==> src/rtl/spi_pkg.sv <==
// Shared types and constants for the SPI master transaction controller.
package spi_pkg;

    localparam int BYTE_W   = 8;
    localparam int CS_CNT_W = 8;

    typedef enum logic [2:0] {
        IDLE,
        SETUP,
        SHIFT,
        DONE,
        WAIT,
        HOLD,
        GAP
    } spi_ctrl_state_t;

endpackage

==> src/rtl/spi_master_ctrl_piso.sv <==
// spi_piso: 8-bit parallel-load, MSB-first TX shift register feeding MOSI.
module spi_piso
    import spi_pkg::*;
(
    input  logic              clk,
    input  logic              rst,
    input  logic              load,
    input  logic [BYTE_W-1:0] load_data,
    input  logic              shift_en,
    output logic              mosi
);

    logic [BYTE_W-1:0] sr_q, sr_d;

    // Next shift-register value: a load wins over a shift.
    always_comb begin
        sr_d = sr_q;
        if (load)
            sr_d = load_data;
        else if (shift_en)
            sr_d = {sr_q[BYTE_W-2:0], 1'b0};
    end

    // Shift-register storage.
    always_ff @(posedge clk or posedge rst) begin
        if (rst)
            sr_q <= '0;
        else
            sr_q <= sr_d;
    end

    assign mosi = sr_q[BYTE_W-1];

endmodule

==> src/rtl/spi_master_ctrl.sv <==
// spi_master_ctrl: byte-level SPI master with CS setup/hold/idle framing,
// MSB-first serialisation, burst support and a held RX capture register.
// Optional feature macro: SPI_CTRL_RX_OVERRUN_EN (sticky rx_overrun flag).
module spi_master_ctrl
    import spi_pkg::*;
#(
    parameter int CS_SETUP = 2,
    parameter int CS_HOLD  = 1,
    parameter int CS_IDLE  = 2
) (
    input  logic              clk,
    input  logic              rst,
    input  logic              tx_valid,
    output logic              tx_ready,
    input  logic [BYTE_W-1:0] tx_data,
    input  logic              tx_last,
    output logic              mosi,
    output logic              cs_n,
    output logic              sclk_en,
    output logic              shift_en,
    input  logic [BYTE_W-1:0] sipo_data,
    output logic [BYTE_W-1:0] rx_data,
    output logic              rx_valid,
    input  logic              rx_ready,
    output logic              rx_overrun,
    output logic              busy
);

    spi_ctrl_state_t     state_q, state_d;
    logic [CS_CNT_W-1:0] cnt_q, cnt_d;
    logic [2:0]          bit_cnt_q, bit_cnt_d;
    logic                last_q, last_d;
    logic [BYTE_W-1:0]   rx_data_q, rx_data_d;
    logic                rx_valid_q, rx_valid_d;
    logic                load;
    logic                accept;
    logic                capture;
    logic                piso_mosi;

    assign tx_ready = (state_q == IDLE) || (state_q == WAIT) ||
                      ((state_q == DONE) && !last_q);
    assign accept   = tx_valid && tx_ready;
    // cs_n is decoded from the state flop, so reset raises it asynchronously.
    assign cs_n     = (state_q == IDLE) || (state_q == GAP);
    assign shift_en = (state_q == SHIFT);
    assign sclk_en  = shift_en;
    assign mosi     = shift_en && piso_mosi;
    assign busy     = (state_q != IDLE);
    // sipo has taken its 8th bit by the time DONE is reached.
    assign capture  = (state_q == DONE);

    // Next-state, counter and TX load control.
    always_comb begin
        state_d   = state_q;
        cnt_d     = cnt_q;
        bit_cnt_d = bit_cnt_q;
        last_d    = last_q;
        load      = 1'b0;
        case (state_q)
            IDLE: if (accept) begin
                load    = 1'b1;
                last_d  = tx_last;
                cnt_d   = CS_CNT_W'(CS_SETUP);
                state_d = SETUP;
            end
            SETUP: begin
                if (cnt_q <= CS_CNT_W'(1)) begin
                    cnt_d     = '0;
                    bit_cnt_d = '0;
                    state_d   = SHIFT;
                end else begin
                    cnt_d = cnt_q - CS_CNT_W'(1);
                end
            end
            SHIFT: begin
                bit_cnt_d = bit_cnt_q + 3'd1;
                if (bit_cnt_q == 3'd7)
                    state_d = DONE;
            end
            DONE: begin
                if (last_q) begin
                    cnt_d   = CS_CNT_W'(CS_HOLD);
                    state_d = HOLD;
                end else if (accept) begin
                    // Burst continuation: CS is already set up, shift at once.
                    load      = 1'b1;
                    last_d    = tx_last;
                    bit_cnt_d = '0;
                    state_d   = SHIFT;
                end else begin
                    state_d = WAIT;
                end
            end
            WAIT: if (accept) begin
                load      = 1'b1;
                last_d    = tx_last;
                bit_cnt_d = '0;
                state_d   = SHIFT;
            end
            HOLD: begin
                if (cnt_q <= CS_CNT_W'(1)) begin
                    cnt_d   = CS_CNT_W'(CS_IDLE);
                    state_d = GAP;
                end else begin
                    cnt_d = cnt_q - CS_CNT_W'(1);
                end
            end
            GAP: begin
                if (cnt_q <= CS_CNT_W'(1)) begin
                    cnt_d   = '0;
                    state_d = IDLE;
                end else begin
                    cnt_d = cnt_q - CS_CNT_W'(1);
                end
            end
            default: state_d = IDLE;
        endcase
    end

    // RX holding register: a capture always wins, otherwise a handshake drains.
    always_comb begin
        rx_data_d  = rx_data_q;
        rx_valid_d = rx_valid_q;
        if (capture) begin
            rx_data_d  = sipo_data;
            rx_valid_d = 1'b1;
        end else if (rx_valid_q && rx_ready) begin
            rx_valid_d = 1'b0;
        end
    end

    // Controller state registers.
    always_ff @(posedge clk or posedge rst) begin
        if (rst) begin
            state_q    <= IDLE;
            cnt_q      <= '0;
            bit_cnt_q  <= '0;
            last_q     <= 1'b0;
            rx_data_q  <= '0;
            rx_valid_q <= 1'b0;
        end else begin
            state_q    <= state_d;
            cnt_q      <= cnt_d;
            bit_cnt_q  <= bit_cnt_d;
            last_q     <= last_d;
            rx_data_q  <= rx_data_d;
            rx_valid_q <= rx_valid_d;
        end
    end

    assign rx_data  = rx_data_q;
    assign rx_valid = rx_valid_q;

`ifdef SPI_CTRL_RX_OVERRUN_EN
    logic rx_overrun_q, rx_overrun_d;

    // Sticky overrun: a capture lands on a byte nobody has taken.
    always_comb begin
        rx_overrun_d = rx_overrun_q;
        if (capture && rx_valid_q && !rx_ready)
            rx_overrun_d = 1'b1;
    end

    // Overrun flag storage, cleared only by reset.
    always_ff @(posedge clk or posedge rst) begin
        if (rst)
            rx_overrun_q <= 1'b0;
        else
            rx_overrun_q <= rx_overrun_d;
    end

    assign rx_overrun = rx_overrun_q;
`else
    assign rx_overrun = 1'b0;
`endif

    spi_piso u_piso (
        .clk       (clk),
        .rst       (rst),
        .load      (load),
        .load_data (tx_data),
        .shift_en  (shift_en),
        .mosi      (piso_mosi)
    );

endmodule
==> config.mk <==
export PLATFORM = sky130hd
export DESIGN_NAME = spi_master_ctrl
export DESIGN_NICKNAME = d
export VERILOG_FILES = /design/src/rtl/spi_pkg.sv /design/src/rtl/spi_master_ctrl_piso.sv /design/src/rtl/spi_master_ctrl.sv
export SDC_FILE = /design/constraint.sdc
export NUM_CORES = 1
export LEC_CHECK = 0
export BUFFER_PORTS_ARGS = -buffer_cell sky130_fd_sc_hd__buf_2
export CORE_MARGIN = 10
export CORE_UTILIZATION = 57
export DETAILED_ROUTE_END_ITERATION = 12
export PLACE_DENSITY = 0.83
export SYNTH_ARGS = -nofsm -noshare
export SYNTH_HDL_FRONTEND = slang
export SYNTH_SLANG_ARGS = --single-unit
==> constraint.sdc <==
create_clock -name clk -period 3.45 [get_ports clk]
set_input_delay 0.5175 -clock clk [delete_from_list [all_inputs] [get_ports clk]]
set_output_delay 0.5175 -clock clk [all_outputs]
set_load 0.005 [all_outputs]
==> impl_metrics.csv, run 1 <==
group,metric,value,unit
run_status,status,"finished, final reports clean",
global_route,grt_use_total,14.8,%
final_layout,antennaDiodeCount,0,
timing,max_clock_freq,0.362,GHz
clock_tree,cts_resized,0,
timing,setup_viol,0,
final_layout,fillers,220,
setup_path,criticalPathCategory,"flip-flop to primary output",
timing,slew_violations,0,
clock_tree,cts.sinks,32,
power,power_frac_seq,40.2,%
clock_tree,cts_max_path_buffers,2,
final_layout,area_growth,14.8,%
placement,dpl.hpwl,2.72,mm
power,p_per_area,944,nW/um2
detailed_routing,wl_per_cell,15.4,um
setup_path,path_cells,"nand3b_1 -> o22ai_1 -> buf_2",
clock_tree,clk_latency,0.34,ns
timing,finalClockSkew,0.00975,ns
setup_path,required,2.93,ns
global_route,first_global_vias,1408,
placement,io_buffers,35,
timing,rsz0062_at_grt,"no",
global_route,overflow,0,
power,p_leak,0.000940,uW
final_layout,final_cells,236,
power,vdd_drop_max,0.625,mV
clock_tree,numCtsBuffers,5,
setup_path,r2r_setup_slack,1.01,ns
global_route,grt_max_degree,33,
global_route,grt_pass1_wl,6.38,mm
clock_tree,cts_setup_buffers,0,
setup_path,startpoint_type,"flip-flop",
final_layout,final_nets,229,
placement,dpl.cell_count,228,
global_route,antenna_found_initial,0,
die,die_h,74.3,um
detailed_routing,drt_iter0_drc,118,
detailed_routing,post-route-drc-count,0,
synth,synth_seq_cells,32,
placement,finalWeightedCongestion,0.787,
detailed_routing,dr.pass1.iters,4,
synth,synth.distinct_cells,45,
final_layout,final_layout_size_suffix_gt1_share,27.8,%
setup_path,crit_path_max_incr_delay,0.72,ns
synth,yosysTopAreaCellShare,47.7,%
die,ioPinCount,37,
power,switchingPower,726,uW
power,clkPwrFrac,15.4,%
timing,tightest_slew,0.575,ns
timing,hold_violations,0,
die,num_rows,19,
clock_tree,cts_tree,"built",
setup_path,arrival,2.24,ns
clock_tree,clkTransAtPathRegs,0.10,ns
timing,final.min_clock_period,2.76,ns
power,cell_internal_pwr,1090,uW
synth,synth_edf_count,0,
power,switching_share,39.9,%
detailed_routing,vias,1365,
die,fp.dieW,74.3,um
synth,synth_area_leaders,"dfrtp_1 48%, mux2_2 5.4%, nand2_1 3.6%",
timing,fin_setup_tns,0,ns
synth,synthesis.nets,197,
synth,avgSynthCellArea,9.75,um2
setup_path,endpoint_kind,"primary output",
detailed_routing,wl,3.63,mm
timing,fin_crit_sh,80.0,%
hold_path,min_path_type,"primary input to asynchronous set/reset pin",
synth,synthArstFlopShare,100,%
clock_tree,cts-root-buf,"clkbuf_4",
clock_tree,ctsHoldBuffers,0,
setup_path,r2r_end,"u_piso.sr_q[2]",
setup_path,cp_max_fo,20,
power,p_comb_share,44.4,%
clock_tree,h-tree-depth,2,
synth,syn_area,1680,um2
detailed_routing,ant_nets,0,
die,initial_core_util,60.3,%
timing,slew-limit-headroom,61.4,%
synth,yosys_warnings,0,
synth,seq_area_frac_synth,47.7,%
die,core,2780,um2
synth,synth.largest_area_cell,"dfrtp_1",
setup_path,cp_slowest_cell,"dfrtp_1",
run,max_cap_violations,0,
final_layout,seq_area,801,um2
synth,ys.flop_type,"dfrtp_1",
setup_path,reg2reg_depth,5,
final_layout,multi_input_area,797,um2
synth,syn_inst,172,
die,die_area,5510,um2
detailed_routing,viasPerCell,5.78,
setup_path,r2r_start,"state_q[1]",
-- cell usage in the layout (no fill, tap or decap), types with 2 or more instances in the layout --
cell      Yosys  layout
dfrtp_1      32      32
o31ai_1       3       3
a31oi_1       5       5
nand2_1      16      16
inv_1         8       8
nand2b_1      5       5
mux2_2        8       8
nor2_1       16      16
a22o_1        2       2
nand3_1       4       4
xor2_1        5       5
a32oi_1       2       2
a21oi_1       8       8
o21ai_0      11      11
clkbuf_4      0       5
ha_1          4       4
nor2b_1       2       2
buf_2         1      35
nand3b_1      2       2
nor3_1        4       4
and2_1        2       2
-- cells in the mapped netlist (2+ instances only) --
cell type,instances
nand2b_1,5
clkbuf_1,6
nand3b_1,2
xor2_1,5
buf_1,2
ha_1,4
a21oi_1,8
and2_1,2
nand3_1,4
a32oi_1,2
a31oi_1,5
o21ai_0,11
mux2_2,8
nor2b_1,2
o31ai_1,3
buf_4,2
nor2_1,16
inv_1,8
dfrtp_1,32
nand2_1,16
a22o_1,2
nor3_1,4
-- final cells by class --
class / count / share of cell area (%)
Clock buffer: 6 / 2.14
Tap cell: 31 / 2.01
Sequential cell: 32 / 41.6
Inverter: 8 / 1.56
Clock inverter: 2 / 1.82
Timing Repair Buffer: 36 / 9.49
Multi-Input combinational cell: 121 / 41.4
-- sequential cells by signal (all words and copies together) (netlist names) --
signal and count:
last_q 1, state_q 3, u_piso.sr_q 8, rx_data 8, rx_valid 1, bit_cnt_q 3
cnt_q 8
-- power groups by stage --
stage / clock [uW] / sequential (uW) / combinational [uW]
final: 281 / 731 / 807
after CTS: 286 / 731 / 819
after floorplan: 0 / 671 / 645
after global routing: 307 / 762 / 918
after detailed placement: 0 / 736 / 814
after global placement: 0 / 721 / 779
-- per-stage QoR --
stage | setup WS [ns] | hold slack (ns) | util, % | cell area, um2 | total power, uW
finish | 0.690 | 0.244 | 69.2 | 1930 | 1820
global route | 0.481 | 0.274 | 69.2 | 1930 | 1990
CTS | 0.674 | 0.256 | 69.2 | 1930 | 1840
detailed placement | 1.05 | 0.479 | 66.5 | 1850 | 1550
global placement | 1.17 | 0.476 | 66.5 | 1850 | 1500
floorplan | 1.51 | 0.449 | - | 1680 | 1320
-- layer usage --
metal | global-route usage (%) | part of all wire (%) | vias up
met5 | 0 | 0 | -
li1 | - | - | 665
met2 | 25.3 | 54 | 28
met3 | 5.45 | 3.9 | 6
met1 | 16.1 | 40 | 666
met4 | 6.10 | 1.7 | 0
-- logic make-up (layout without fill, tap and decap cells) --
| kind of cell | Yosys count | in the layout | share of synthesized area (%) |
|---|---|---|---|
| AOI/OAI and AO/OA | 40 | 40 | 15.6 |
| xor gates and xnor gates | 5 | 5 | 2.61 |
| adders and majority gates | 4 | 4 | 2.98 |
| buffers and inverters | 19 | 52 | 4.77 |
| DFF | 32 | 32 | 47.7 |
| muxes | 10 | 10 | 6.86 |
| other | 1 | 1 | 0.223 |
| and+or+nand+nor | 61 | 61 | 19.2 |
-- worst max-delay path: cells and delay by family (launching register included) --
family / cells / cell delay, ns
buffers and inverters: 1 / 0.20
AO/OA/AOI/OAI: 1 / 0.49
AND/OR/NAND/NOR: 1 / 0.50
flip-flops: 1 / 0.72
-- worst max path at each step --
stage | startpoint | to | slack, ns | depth (start not counted)
2_1_floorplan | state_q[2] | mosi | 1.51 | 6
3_3_place_gp | state_q[1] | tx_ready | 1.17 | 3
3_5_place_dp | state_q[1] | u_piso.sr_q[2] | 1.05 | 5
4_1_cts | state_q[1] | tx_ready | 0.67 | 3
5_1_grt | state_q[1] | tx_ready | 0.48 | 3
6_report | state_q[1] | tx_ready | 0.69 | 3
Power figures use the tool's default switching activity.
==> run 2: changes to the inputs <==
ABC_AREA = 1   (was unset)
CORE_UTILIZATION = 55   (was 57)
PLACE_DENSITY = 0.8   (was 0.83)
clock period = 2.8 ns   (was 3.45 ns; I/O delays follow)
==> run 2 against run 1 <==
- sequential share of layout area shrank 4.1 points
- clock power shrank 3%
- critical path depth grew 3
- clock skew shrank 0.00077 ns
- setup slack lost 0.027 ns
- register-to-register slack lost 0.04 ns
- largest power group unchanged
- count of clock-buffer cells in the layout grew 2
- wire length grew 8.1%
- utilization shrank 5.3 points
- area after synthesis grew 13%
- global-route usage shrank 0.88 points
- worst hold slack lost 0.092 ns
- largest cell class is now multi-input combinational cells
==> impl_metrics.csv, run 2 <==
group,metric,value,unit
run_status,status,"finished, final reports clean",
setup_path,endpoint_kind,"primary output",
detailed_routing,viasPerCell,5.04,
hold_path,min_path_type,"primary input to asynchronous set/reset pin",
clock_tree,cts_setup_buffers,0,
setup_path,cp_top_family,"simple AND/OR/NAND/NOR gates",
detailed_routing,dr.pass1.iters,4,
clock_tree,h-tree-depth,2,
clock_tree,clk_latency,0.33,ns
power,clkPwrFrac,11.3,%
final_layout,final_common_cell,"nand2_1",
timing,hold_violations,0,
final_layout,final_layout_size_suffix_gt1_share,23.6,%
synth,synth_edf_count,0,
synth,synthesis.nets,276,
clock_tree,cts.sinks,32,
synth,synthArstFlopShare,100,%
die,die_area,6180,um2
clock_tree,numCtsBuffers,5,
timing,slew-limit-headroom,57.8,%
clock_tree,cts_max_path_buffers,2,
timing,tightest_slew,0.633,ns
final_layout,final_nets,312,
clock_tree,cts_resized,0,
detailed_routing,vias,1685,
synth,avgSynthCellArea,7.53,um2
global_route,first_global_vias,1682,
timing,max_clock_freq,0.468,GHz
power,p_per_area,1130,nW/um2
synth,synth_common_cells,"97 x nand2_1, 32 x dfrtp_1, 28 x inv_1",
die,fp.dieW,78.6,um
power,cell_internal_pwr,1280,uW
die,core,3340,um2
timing,fin_setup_tns,0,ns
detailed_routing,post-route-drc-count,0,
clock_tree,cts-root-buf,"clkbuf_4",
synth,syn_inst,251,
setup_path,crit_path_max_incr_delay,0.50,ns
timing,setup_viol,0,
final_layout,final_cell_area,2130,um2
synth,ys.flop_type,"dfrtp_1",
final_layout,multi_input_area,911,um2
setup_path,cp_max_fo,8,
clock_tree,cts_tree,"built",
timing,slew_violations,0,
synth,synth.distinct_cells,28,
setup_path,cp_slowest_cell,"dfrtp_1",
synth,yosys_warnings,0,
power,p_leak,0.00124,uW
timing,finalClockSkew,0.00897,ns
die,ioPinCount,37,
final_layout,area_growth,12.9,%
synth,synth_area_leaders,"dfrtp_1 42%, nand2_1 19%, inv_1 5.6%",
placement,dpl.hpwl,3.08,mm
placement,finalWeightedCongestion,0.898,
detailed_routing,drt_iter0_drc,93,
detailed_routing,wl,3.93,mm
power,p_comb_share,54.8,%
setup_path,startpoint_type,"flip-flop",
detailed_routing,ant_nets,0,
setup_path,critPathBufInv,3,
power,vdd_drop_max,0.536,mV
global_route,grt_pass1_wl,7.09,mm
global_route,grt_use_total,13.9,%
timing,rsz0062_at_grt,"no",
setup_path,r2r_start,"cnt_q[0]",
placement,placed_area,2080,um2
power,power_frac_seq,33.9,%
detailed_routing,wl_per_cell,11.8,um
setup_path,required,2.38,ns
setup_path,path_cells,"nor2_1 -> inv_1 -> nor2_1 -> inv_1 -> nand2_1 -> buf_2",
clock_tree,clkTransAtPathRegs,0.10,ns
die,initial_core_util,56.7,%
synth,yosysMostFrequentCell,"nand2_1",
placement,io_buffers,35,
die,die_h,78.6,um
final_layout,antennaDiodeCount,0,
global_route,grt_max_degree,18,
power,total_power,2400,uW
synth,syn_area,1890,um2
run,max_cap_violations,0,
synth,synth.largest_area_cell,"dfrtp_1",
final_layout,seq_area,801,um2
clock_tree,ctsHoldBuffers,0,
timing,fin_crit_sh,76.3,%
global_route,antenna_found_initial,0,
timing,hold_ws,0.152,ns
setup_path,arrival,1.72,ns
setup_path,criticalPathCategory,"flip-flop to primary output",
global_route,overflow,0,
final_layout,fillers,321,
timing,final.min_clock_period,2.14,ns
power,switching_share,46.7,%
die,num_rows,21,
synth,synth_seq_cells,32,
final_layout,final_cell_mix,"97 x nand2_1, 35 x buf_2, 32 x dfrtp_1",
setup_path,r2r_setup_slack,0.97,ns
synth,yosysTopAreaCellShare,42.4,%
synth,seq_area_frac_synth,42.4,%
power,switchingPower,1120,uW
setup_path,crit_path_start,"state_q[1]",
[run 2: layout make-up]
class | count | share of cell area, %
multi-input cells | 179 | 42.7
flip-flops and latches | 32 | 37.5
repair buffers | 36 | 8.56
inverters | 33 | 5.80
clock buffers | 8 | 2.75
well taps | 46 | 2.70
[run 2: power by group through the flow]
stage | combinational [uW] | sequential [uW] | clock, uW
after floorplan | 1060 | 790 | 0
after global placement | 1290 | 815 | 0
after detailed placement | 1330 | 823 | 0
after CTS | 1330 | 816 | 285
after global routing | 1540 | 844 | 301
final | 1320 | 815 | 272
[run 2: through the flow]
stage / std cells / utilization, % / worst slack [ns]
after CTS: 334 / 64.0 / 0.642
after detailed placement: 326 / 62.2 / 1.03
after floorplan: 251 / - / 1.22
final: 334 / 64.0 / 0.663
after global placement: 326 / 62.2 / 1.08
after global routing: 334 / 64.0 / 0.447
[run 2: per-layer routing]
layer  part of all wire [%]  track usage, %
met1                     44            16.0
met2                     48            22.9
met3                    5.9            4.33
met4                    2.2            6.45
met5                      0               0
[run 2: logic make-up after synthesis]
family | count (synthesis) | synth area share [%]
buf+inv | 40 | 9.46
xor+xnor | 3 | 1.39
flops | 32 | 42.4
simple gates | 152 | 37.3
compound gates | 19 | 6.68
fa+ha+maj | 4 | 2.65
other cells | 1 | 0.198
[run 2: final timing paths]
kind / to / depth (start not counted)
worst max-delay path: cs_n / 6
worst min-delay path: cnt_q[1] / 2
worst max register to register: state_q[0] / 9
worst min register to register: u_piso.sr_q[0] / 2
max in group asynchronous: bit_cnt_q[1] / 3
min in group clk: rx_valid / 2
